### config.mk
export PLATFORM = sky130hd
export DESIGN_NAME = map_query_arbiter
export DESIGN_NICKNAME = d
export VERILOG_FILES = /design/src/rtl/map_query_arbiter.sv
export SDC_FILE = /design/constraint.sdc
export NUM_CORES = 1
export LEC_CHECK = 0
export CAP_MARGIN = 20
export CORE_MARGIN = 2
export CORE_UTILIZATION = 40
export DETAILED_ROUTE_END_ITERATION = 8
export PLACE_DENSITY = 0.85
export SYNTH_ARGS = -nofsm -noshare
export SYNTH_HDL_FRONTEND = slang
export SYNTH_SLANG_ARGS = --single-unit
### constraint.sdc
create_clock -name clk -period 12.7 [get_ports clk]
set_input_delay 3.81 -clock clk [delete_from_list [all_inputs] [get_ports clk]]
set_output_delay 3.81 -clock clk [all_outputs]
set_load 0.01 [all_outputs]
### src/rtl/map_query_arbiter.sv
// Shared wall-lookup responder: round-robin arbitration of mover queries onto a
// single synchronous map ROM port, answering each with a one-cycle ack.
module map_query_arbiter #(
  parameter int NUM_REQ    = 4,
  parameter int TILE_SHIFT = 3,
  parameter int MAP_W      = 80,
  parameter int MAP_H      = 60,
  parameter int ADDR_W     = 13
) (
  input  logic                    clk,
  input  logic                    rst,
  input  logic [NUM_REQ-1:0]      req,
  input  logic [NUM_REQ*10-1:0]   req_x,
  input  logic [NUM_REQ*9-1:0]    req_y,
  output logic [NUM_REQ-1:0]      ack,
  output logic                    is_wall,
  output logic                    busy,
  output logic [ADDR_W-1:0]       rom_addr,
  input  logic                    rom_data,
  output logic [1:0]              fsm_state
);

  localparam int PTR_W = $clog2(NUM_REQ);
  localparam logic [10:0] X_LIM = 11'(MAP_W << TILE_SHIFT);
  localparam logic [9:0]  Y_LIM = 10'(MAP_H << TILE_SHIFT);

  typedef enum logic [1:0] {IDLE = 2'd0, WAIT = 2'd1, RESP = 2'd2} state_t;

  state_t               state, state_d;
  logic [PTR_W-1:0]     ptr, ptr_d, grant, grant_d, win;
  logic                 oob, oob_d, is_wall_d, found;
  logic [ADDR_W-1:0]    rom_addr_d;
  logic [NUM_REQ-1:0]   ack_d, eff;
  logic [PTR_W:0]       idx;
  logic [9:0]           win_x;
  logic [8:0]           win_y;

  // Handshake: req[i] is a level held until ack[i] pulses for one cycle; the
  // mover's coordinates are captured only on its grant edge, and a mover whose
  // ack is high is excluded from that cycle's arbitration.
  always_comb begin
    eff   = req & ~ack;
    found = 1'b0;
    win   = '0;
    idx   = '0;
    for (int i = 0; i < NUM_REQ; i++) begin
      idx = {1'b0, ptr} + (PTR_W+1)'(i);
      if (idx >= (PTR_W+1)'(NUM_REQ)) idx = idx - (PTR_W+1)'(NUM_REQ);
      if (!found && eff[idx[PTR_W-1:0]]) begin
        found = 1'b1;
        win   = idx[PTR_W-1:0];
      end
    end
  end

  always_comb begin
    win_x = '0;
    win_y = '0;
    for (int i = 0; i < NUM_REQ; i++) begin
      if (PTR_W'(i) == win) begin
        win_x = req_x[i*10 +: 10];
        win_y = req_y[i*9 +: 9];
      end
    end
  end

  always_comb begin
    state_d    = state;
    ptr_d      = ptr;
    grant_d    = grant;
    oob_d      = oob;
    rom_addr_d = rom_addr;
    is_wall_d  = is_wall;
    ack_d      = '0;
    case (state)
      IDLE: begin
        if (found) begin
          grant_d    = win;
          ptr_d      = (win == PTR_W'(NUM_REQ-1)) ? '0 : win + 1'b1;
          // Out-of-range positions still drive a (wrapped) address; oob overrides the read.
          rom_addr_d = ADDR_W'(win_y >> TILE_SHIFT) * ADDR_W'(MAP_W)
                     + ADDR_W'(win_x >> TILE_SHIFT);
          oob_d      = ({1'b0, win_x} >= X_LIM) || ({1'b0, win_y} >= Y_LIM);
          state_d    = WAIT;
        end
      end
      WAIT: state_d = RESP;
      RESP: begin
        is_wall_d    = oob | rom_data;
        ack_d[grant] = 1'b1;
        state_d      = IDLE;
      end
      default: state_d = IDLE;
    endcase
  end

  always_ff @(posedge clk) begin
    if (rst) begin
      state    <= IDLE;
      ptr      <= '0;
      grant    <= '0;
      oob      <= 1'b0;
      rom_addr <= '0;
      is_wall  <= 1'b0;
      ack      <= '0;
    end else begin
      state    <= state_d;
      ptr      <= ptr_d;
      grant    <= grant_d;
      oob      <= oob_d;
      rom_addr <= rom_addr_d;
      is_wall  <= is_wall_d;
      ack      <= ack_d;
    end
  end

  assign busy      = (state != IDLE);
  assign fsm_state = state;

endmodule
==> results of run 1 <==
==> final cells by class <==
| class | count | area (µm²) |
|---|---|---|
| Inverter | 7 | 26.28 |
| Clock buffer | 4 | 45.04 |
| Sequential cell | 25 | 500.5 |
| Multi-Input combinational cell | 194 | 1304 |
| Fill cell | 383 | 1705 |
| Tap cell | 52 | 65.06 |
| Timing Repair Buffer | 80 | 798.3 |
==> cell families after synthesis <==
family                     Yosys count  share of synthesized area (%)
muxes                                2                          1.197
AOI/OAI and AO/OA                   72                          25.33
buffers and inverters               20                          4.123
DFF                                 25                          26.60
adders and majority gates           17                          12.10
and+or+nand+nor                     98                          27.93
xor gates and xnor gates             5                          2.727
==> how the worst min path moves through the flow <==
stage,cells after the start,endpoint
5_1_grt,2,rom_addr[7]
4_1_cts,2,rom_addr[7]
3_3_place_gp,2,rom_addr[7]
3_5_place_dp,2,rom_addr[7]
6_report,2,rom_addr[7]
2_1_floorplan,1,ack[1]
==> synth_stat cells, drive strengths merged (2+ instances only) <==
master	n
nor4b	4
a211oi	7
nand4	2
xnor2	2
fa	2
and2	2
nand3	2
a311oi	2
and3b	4
o21ai	10
nor3	6
or4b	2
a221oi	4
a22o	2
nor4	2
or3	2
nand2	28
xor2	3
nand3b	3
nor2	19
inv	7
dfxtp	25
buf	2
ha	15
nand2b	5
nor2b	11
mux2	2
o221ai	3
clkbuf	11
or2	4
o211ai	2
a21o	5
a21oi	28
==> metrics by stage <==
stage          utilization, %  power (W)  hold WS, ns
6_report                61.63  0.0004470       0.4618
5_1_grt                 61.63  0.0004914       0.4891
4_1_cts                 61.63  0.0004495       0.4686
3_5_place_dp            60.61  0.0004026       0.4569
3_3_place_gp            60.61  0.0003955       0.4461
2_1_floorplan               -  0.0003166       0.4452
==> cell usage in the layout, fill, tap and decap left out, types with 3 or more instances in the layout <==
master,synthesis,final
clkdlybuf4s50_1,0,79
a21oi_1,28,28
nand2_1,28,28
dfxtp_1,25,25
nor2_1,19,19
ha_1,15,15
nor2b_1,11,11
o21ai_0,10,10
inv_1,7,7
a211oi_1,7,7
nor3_1,6,6
nand2b_1,5,5
or2_2,4,4
nor4b_1,4,4
a221oi_1,4,4
and3b_1,3,3
o221ai_1,3,3
a21o_1,3,3
nand3b_1,3,3
clkbuf_8,0,3
==> critical path, stage by stage <==
cell             delay (ns)
clkdlybuf4s50_1        0.45
nor2b_1                0.30
o221ai_1               0.16
a21o_1                 0.20
or2_2                  0.33
inv_1                  0.09
ha_1                   0.67
nand2_1                0.10
a21oi_1                0.17
a21oi_1                0.05
o21ai_0                0.50
ha_1                   0.34
ha_1                   0.23
fa_1                   0.54
nand2_1                0.10
and2b_1                0.20
or4b_4                 0.46
a21o_1                 0.18
a311oi_2               0.23
==> metal layers <==
layer	routed length, µm	global-route usage (%)
met1	1992	21.12
met2	2602	35.86
met3	182	2.624
met4	57	3.704
met5	0	0
==> flip-flops by register name, indices dropped and copies added (netlist names) <==
name and count:
ack 4, fsm_state 2, grant 2, is_wall 1
oob 1, ptr 2, rom_addr 13
==> power breakdown <==
group	switching, W	internal [W]
sequential	0.0000102	0.0000953
combinational	0.000149	0.000145
clock	0.0000243	0.0000224
total	0.000184	0.000263
==> flow_summary.yaml, run 1 <==
clock_tree:
  clock-sinks: 25
  clk_pin_slew_ns: 0.08
  clk_latency_ns: 0.26
  htreeDepth: 1
  clockRootBuffer: "clkbuf_8"
  cts_setup_buffers: 0
  cts_tree: "yes"
  cts-resized-gates: 0
  numCtsBuffers: 3
  hold_buffers: 0
  clk_path_buf_depth: 2
synth:
  synthCells: 239
  async_flop_share_pct: 0
  yosys_register_bits: 25
  synth_area_leaders: "dfxtp_1 (27%), ha_1 (10%), a21oi_1 (7.4%), nand2_1 (5.6%), nor2_1 (3.8%)"
  synth.largest_area_cell: "dfxtp_1"
  syn_area_per_cell_um2: 7.874
  synth_edf_count: 0
  synth_flop_cell: "dfxtp_1"
  ys_seq_area_share_pct: 26.60
  postSynthNetCount: 339
  yosysWarningCount: 0
  synth_top_area_share_pct: 26.60
  netlist_area_mm2: 0.001882
  ys_types: 50
critical_path:
  r2r_setup_slack_ns: 7.44
  crit_fanout: 26
  critPathKind: "in -> reg"
  crit_path_end: "rom_addr[11]"
  cp_data_required_time_ns: 12.87
  start_kind: "input pin"
  rr_endpoint: "rom_addr[11]"
  ff2ff_path_depth: 18
  end_kind: "flip-flop"
  critPathLaunch: "req[1]"
  rr_startpoint: "ack[1]"
  crit_arrival_ns: 9.13
finish:
  drive_gt1_share_pct: 6.129
  antenna_cells: 0
  nets: 411
  area_growth_pct: 45.55
  instances_no_fill: 362
  final_area_mm2: 0.002739
global_route:
  grt_max_degree: 27
  grt_use_total_pct: 18.43
  grt_antenna_before_repair: 0
  grt_pass1_wl_um: 7886
  overflow: 0
  first_global_vias: 1821
run_status:
  failed_checks: "design-rule violations"
  status: "complete, but fails checks"
routing:
  num_vias: 1956
  wl_per_cell_um: 13.35
  ant_nets: 0
  drcViolationCount: 1
  via_per_inst: 5.403
  first_pass_iters: 6
  drtIter0Drc: 104
  routed_wl_um: 4834
timing:
  fin_ws_ns: 3.740
  post-route-period-util_pct: 70.55
  slew_violations: 0
  rsz0062_at_grt: "no"
  relSlewSlack_pct: 39.87
  hold_viol: 0
  final-setup-viol-count: 0
  setup_tns_ns: 0
  worst_clock_skew_ns: 0.003013
  worst_pin_slew_ns: 0.8991
  post-route-min-period_ns: 8.960
  max_clock_freq_mhz: 111.6
power_and_ir_drop:
  power_leakage_nw: 1.078
  ir_drop_v: 0.00007529
  powerDensity_mw_per_mm2: 163.2
min_path:
  hold_class: "reg -> reg"
  min_from: "rom_addr[7]"
floorplan:
  rows: 24
  start_util_pct: 42.34
  core-area_mm2: 0.004444
  die_area_mm2: 0.005269
  io_pins: 104
  die_width_um: 72.59
  dieHeight_um: 72.59
placement:
  placed_cell_area_mm2: 0.002694
  gp_congestion: 0.7418
  pre_cts_slack_ns: 3.485
  place_hpwl_um: 3860
  port_buffers: 79
  dp.cells: 358
flow_run:
  max_cap_viol_count: 0
Note: power is estimated with default switching activity, not from simulation.
==> run 2: changes to the inputs <==
--- a/config.mk
+++ b/config.mk
@@ -7,9 +7,9 @@
 export LEC_CHECK = 0
 export CAP_MARGIN = 20
 export CORE_MARGIN = 2
-export CORE_UTILIZATION = 40
+export CORE_UTILIZATION = 35
 export DETAILED_ROUTE_END_ITERATION = 8
-export PLACE_DENSITY = 0.85
+export PLACE_DENSITY = 0.79
 export SYNTH_ARGS = -nofsm -noshare
 export SYNTH_HDL_FRONTEND = slang
 export SYNTH_SLANG_ARGS = --single-unit
==> constraint.sdc (replaced) <==
create_clock -name clk -period 7.55 [get_ports clk]
set_input_delay 2.265 -clock clk [delete_from_list [all_inputs] [get_ports clk]]
set_output_delay 2.265 -clock clk [all_outputs]
set_load 0.01 [all_outputs]
==> run 2 against run 1 <==
Compared with the run above:
- the run now ends clean
- total power up 71%
- die area grew 13%
- sequential power up 70%
- register-to-register slack worse by 4.5 ns
- via count grew 0.51%
- setup slack got worse by 2.9 ns
- worst hold slack improved by 0.0013 ns
- first-iteration DRC count down 41%
- sequential cell count stayed put
- critical path type unchanged
- largest power group unchanged
==> flow_summary.yaml, run 2 (synthesized netlist as in run 1, its figures left out) <==
global_route:
  grt_pass1_wl_um: 8714
  grt_use_total_pct: 17.34
  overflow: 0
  grt_antenna_before_repair: 0
  grt_max_degree: 27
  first_global_vias: 2023
clock_tree:
  hold_buffers: 0
  htreeDepth: 1
  clockRootBuffer: "clkbuf_8"
  clk_path_buf_depth: 2
  numCtsBuffers: 3
  clk_latency_ns: 0.27
  clock-sinks: 25
  cts-resized-gates: 0
  cts_tree: "yes"
  clk_pin_slew_ns: 0.08
  cts_setup_buffers: 0
timing:
  relSlewSlack_pct: 38.56
  post-route-period-util_pct: 89.50
  slew_violations: 0
  hold_viol: 0
  worst_clock_skew_ns: 0.006515
  rsz0062_at_grt: "no"
  post-route-min-period_ns: 6.757
  max_clock_freq_mhz: 148.0
  final-setup-viol-count: 0
  setup_tns_ns: 0
  fin_ws_ns: 0.7928
  worst_pin_slew_ns: 0.9187
finish:
  area_growth_pct: 48.80
  top_register: "rom_addr"
  fillerInstances: 537
  nets: 416
  final_cell_mix: "clkdlybuf4s50_1 (79), a21oi_1 (28), nand2_1 (28)"
  multi_input_area_mm2: 0.001304
  top_regs: "rom_addr: 13 flops, ack: 4 flops"
  largest_register_ffs: 13
  antenna_cells: 0
  drive_gt1_share_pct: 7.937
  mostFrequentLayoutCell: "clkdlybuf4s50_1"
  final_area_mm2: 0.002800
  instances_no_fill: 385
  regArea_um2: 500.5
floorplan:
  io_pins: 104
  rows: 26
  die_width_um: 77.33
  start_util_pct: 36.61
  die_area_mm2: 0.005979
  core-area_mm2: 0.005140
  dieHeight_um: 77.33
placement:
  port_buffers: 79
  placed_cell_area_mm2: 0.002754
  dp.cells: 381
  gp_congestion: 0.7912
  place_hpwl_um: 4063
  pre_cts_slack_ns: 0.5565
critical_path:
  crit_arrival_ns: 6.93
  ff2ff_path_depth: 16
  end_kind: "flip-flop"
  r2r_setup_slack_ns: 2.95
  crit_fanout: 12
  rr_startpoint: "ack[1]"
  critPathLaunch: "req[1]"
  critPathKind: "in -> reg"
  rr_endpoint: "rom_addr[11]"
  start_kind: "input pin"
  cp_data_required_time_ns: 7.72
  crit_path_end: "rom_addr[11]"
min_path:
  hold_path_depth: 2
  hold_class: "reg -> reg"
power_and_ir_drop:
  ir_drop_v: 0.0001284
  total_power_w: 0.0007637
  power_leakage_nw: 1.106
  powerDensity_mw_per_mm2: 272.7
routing:
  num_vias: 1966
  drtIter0Drc: 61
  routed_wl_um: 5034
  via_per_inst: 5.106
  drcViolationCount: 0
  wl_per_cell_um: 13.08
  first_pass_iters: 4
  ant_nets: 0
run_status:
  status: "finished, final reports clean"
flow_run:
  max_cap_viol_count: 0
==> run 2: layer usage <==
metal  vias to the layer above  global-route usage, %  routed length (µm)  part of all wire, %
met5                         -                      0                   0                    0
met4                         0                  3.393                  48                 0.95
met3                         6                  2.824                 120                  2.4
met2                        33                  33.83                2755                   55
met1                       910                  19.57                2109                   42
li1                       1017                      -                   -                    -
==> run 2: worst min path at each step <==
stage,to,slack [ns],from
2_1_floorplan,ack[1],0.45,grant[1]
3_3_place_gp,rom_addr[7],0.45,rom_addr[7]
3_5_place_dp,rom_addr[7],0.45,rom_addr[7]
4_1_cts,rom_addr[7],0.46,rom_addr[7]
5_1_grt,rom_addr[9],0.50,rom_addr[9]
6_report,rom_addr[7],0.46,rom_addr[7]
==> run 2: per-stage QoR <==
| stage | utilization, % | hold WS [ns] |
|---|---|---|
| floorplan | - | 0.4452 |
| global placement | 53.58 | 0.4489 |
| detailed placement | 53.58 | 0.4518 |
| CTS | 54.48 | 0.4643 |
| global route | 54.48 | 0.5040 |
| finish | 54.48 | 0.4631 |
==> run 2: final cells by class <==
| type | instances | area share [%] |
|---|---|---|
| Clock buffer | 3 | 1.475 |
| Clock inverter | 1 | 0.1787 |
| Inverter | 7 | 0.9383 |
| Multi-Input combinational cell | 194 | 46.56 |
| Sequential cell | 25 | 17.87 |
| Tap cell | 70 | 3.128 |
| Timing Repair Buffer | 85 | 29.85 |
==> run 2: where the power goes <==
part	switching [W]	leakage (nW)	internal [W]
sequential	0.0000180	0.206	0.000160
clock	0.0000412	0.0255	0.0000369
combinational	0.000254	0.875	0.000254
==> run 2: critical path, stage by stage <==
cell	delay (ns)
clkdlybuf4s50_1	0.45
nor2b_1	0.29
o221ai_1	0.15
a21o_1	0.19
or2_2	0.33
inv_1	0.10
ha_1	0.43
inv_1	0.21
o221a_2	0.35
ha_1	0.21
ha_1	0.21
fa_1	0.55
nand2_1	0.10
and2b_1	0.20
or4b_4	0.46
a21o_1	0.17
a311oi_2	0.24
==> run 3: changes to the inputs <==
--- a/config.mk
+++ b/config.mk
@@ -5,6 +5,7 @@
 export SDC_FILE = /design/constraint.sdc
 export NUM_CORES = 1
 export LEC_CHECK = 0
+export ABC_CLOCK_PERIOD_IN_PS = 7550
 export CAP_MARGIN = 20
 export CORE_MARGIN = 2
 export CORE_UTILIZATION = 35
==> results of run 3 <==
Final layout, timing and power as in run 2 (identical DEF).
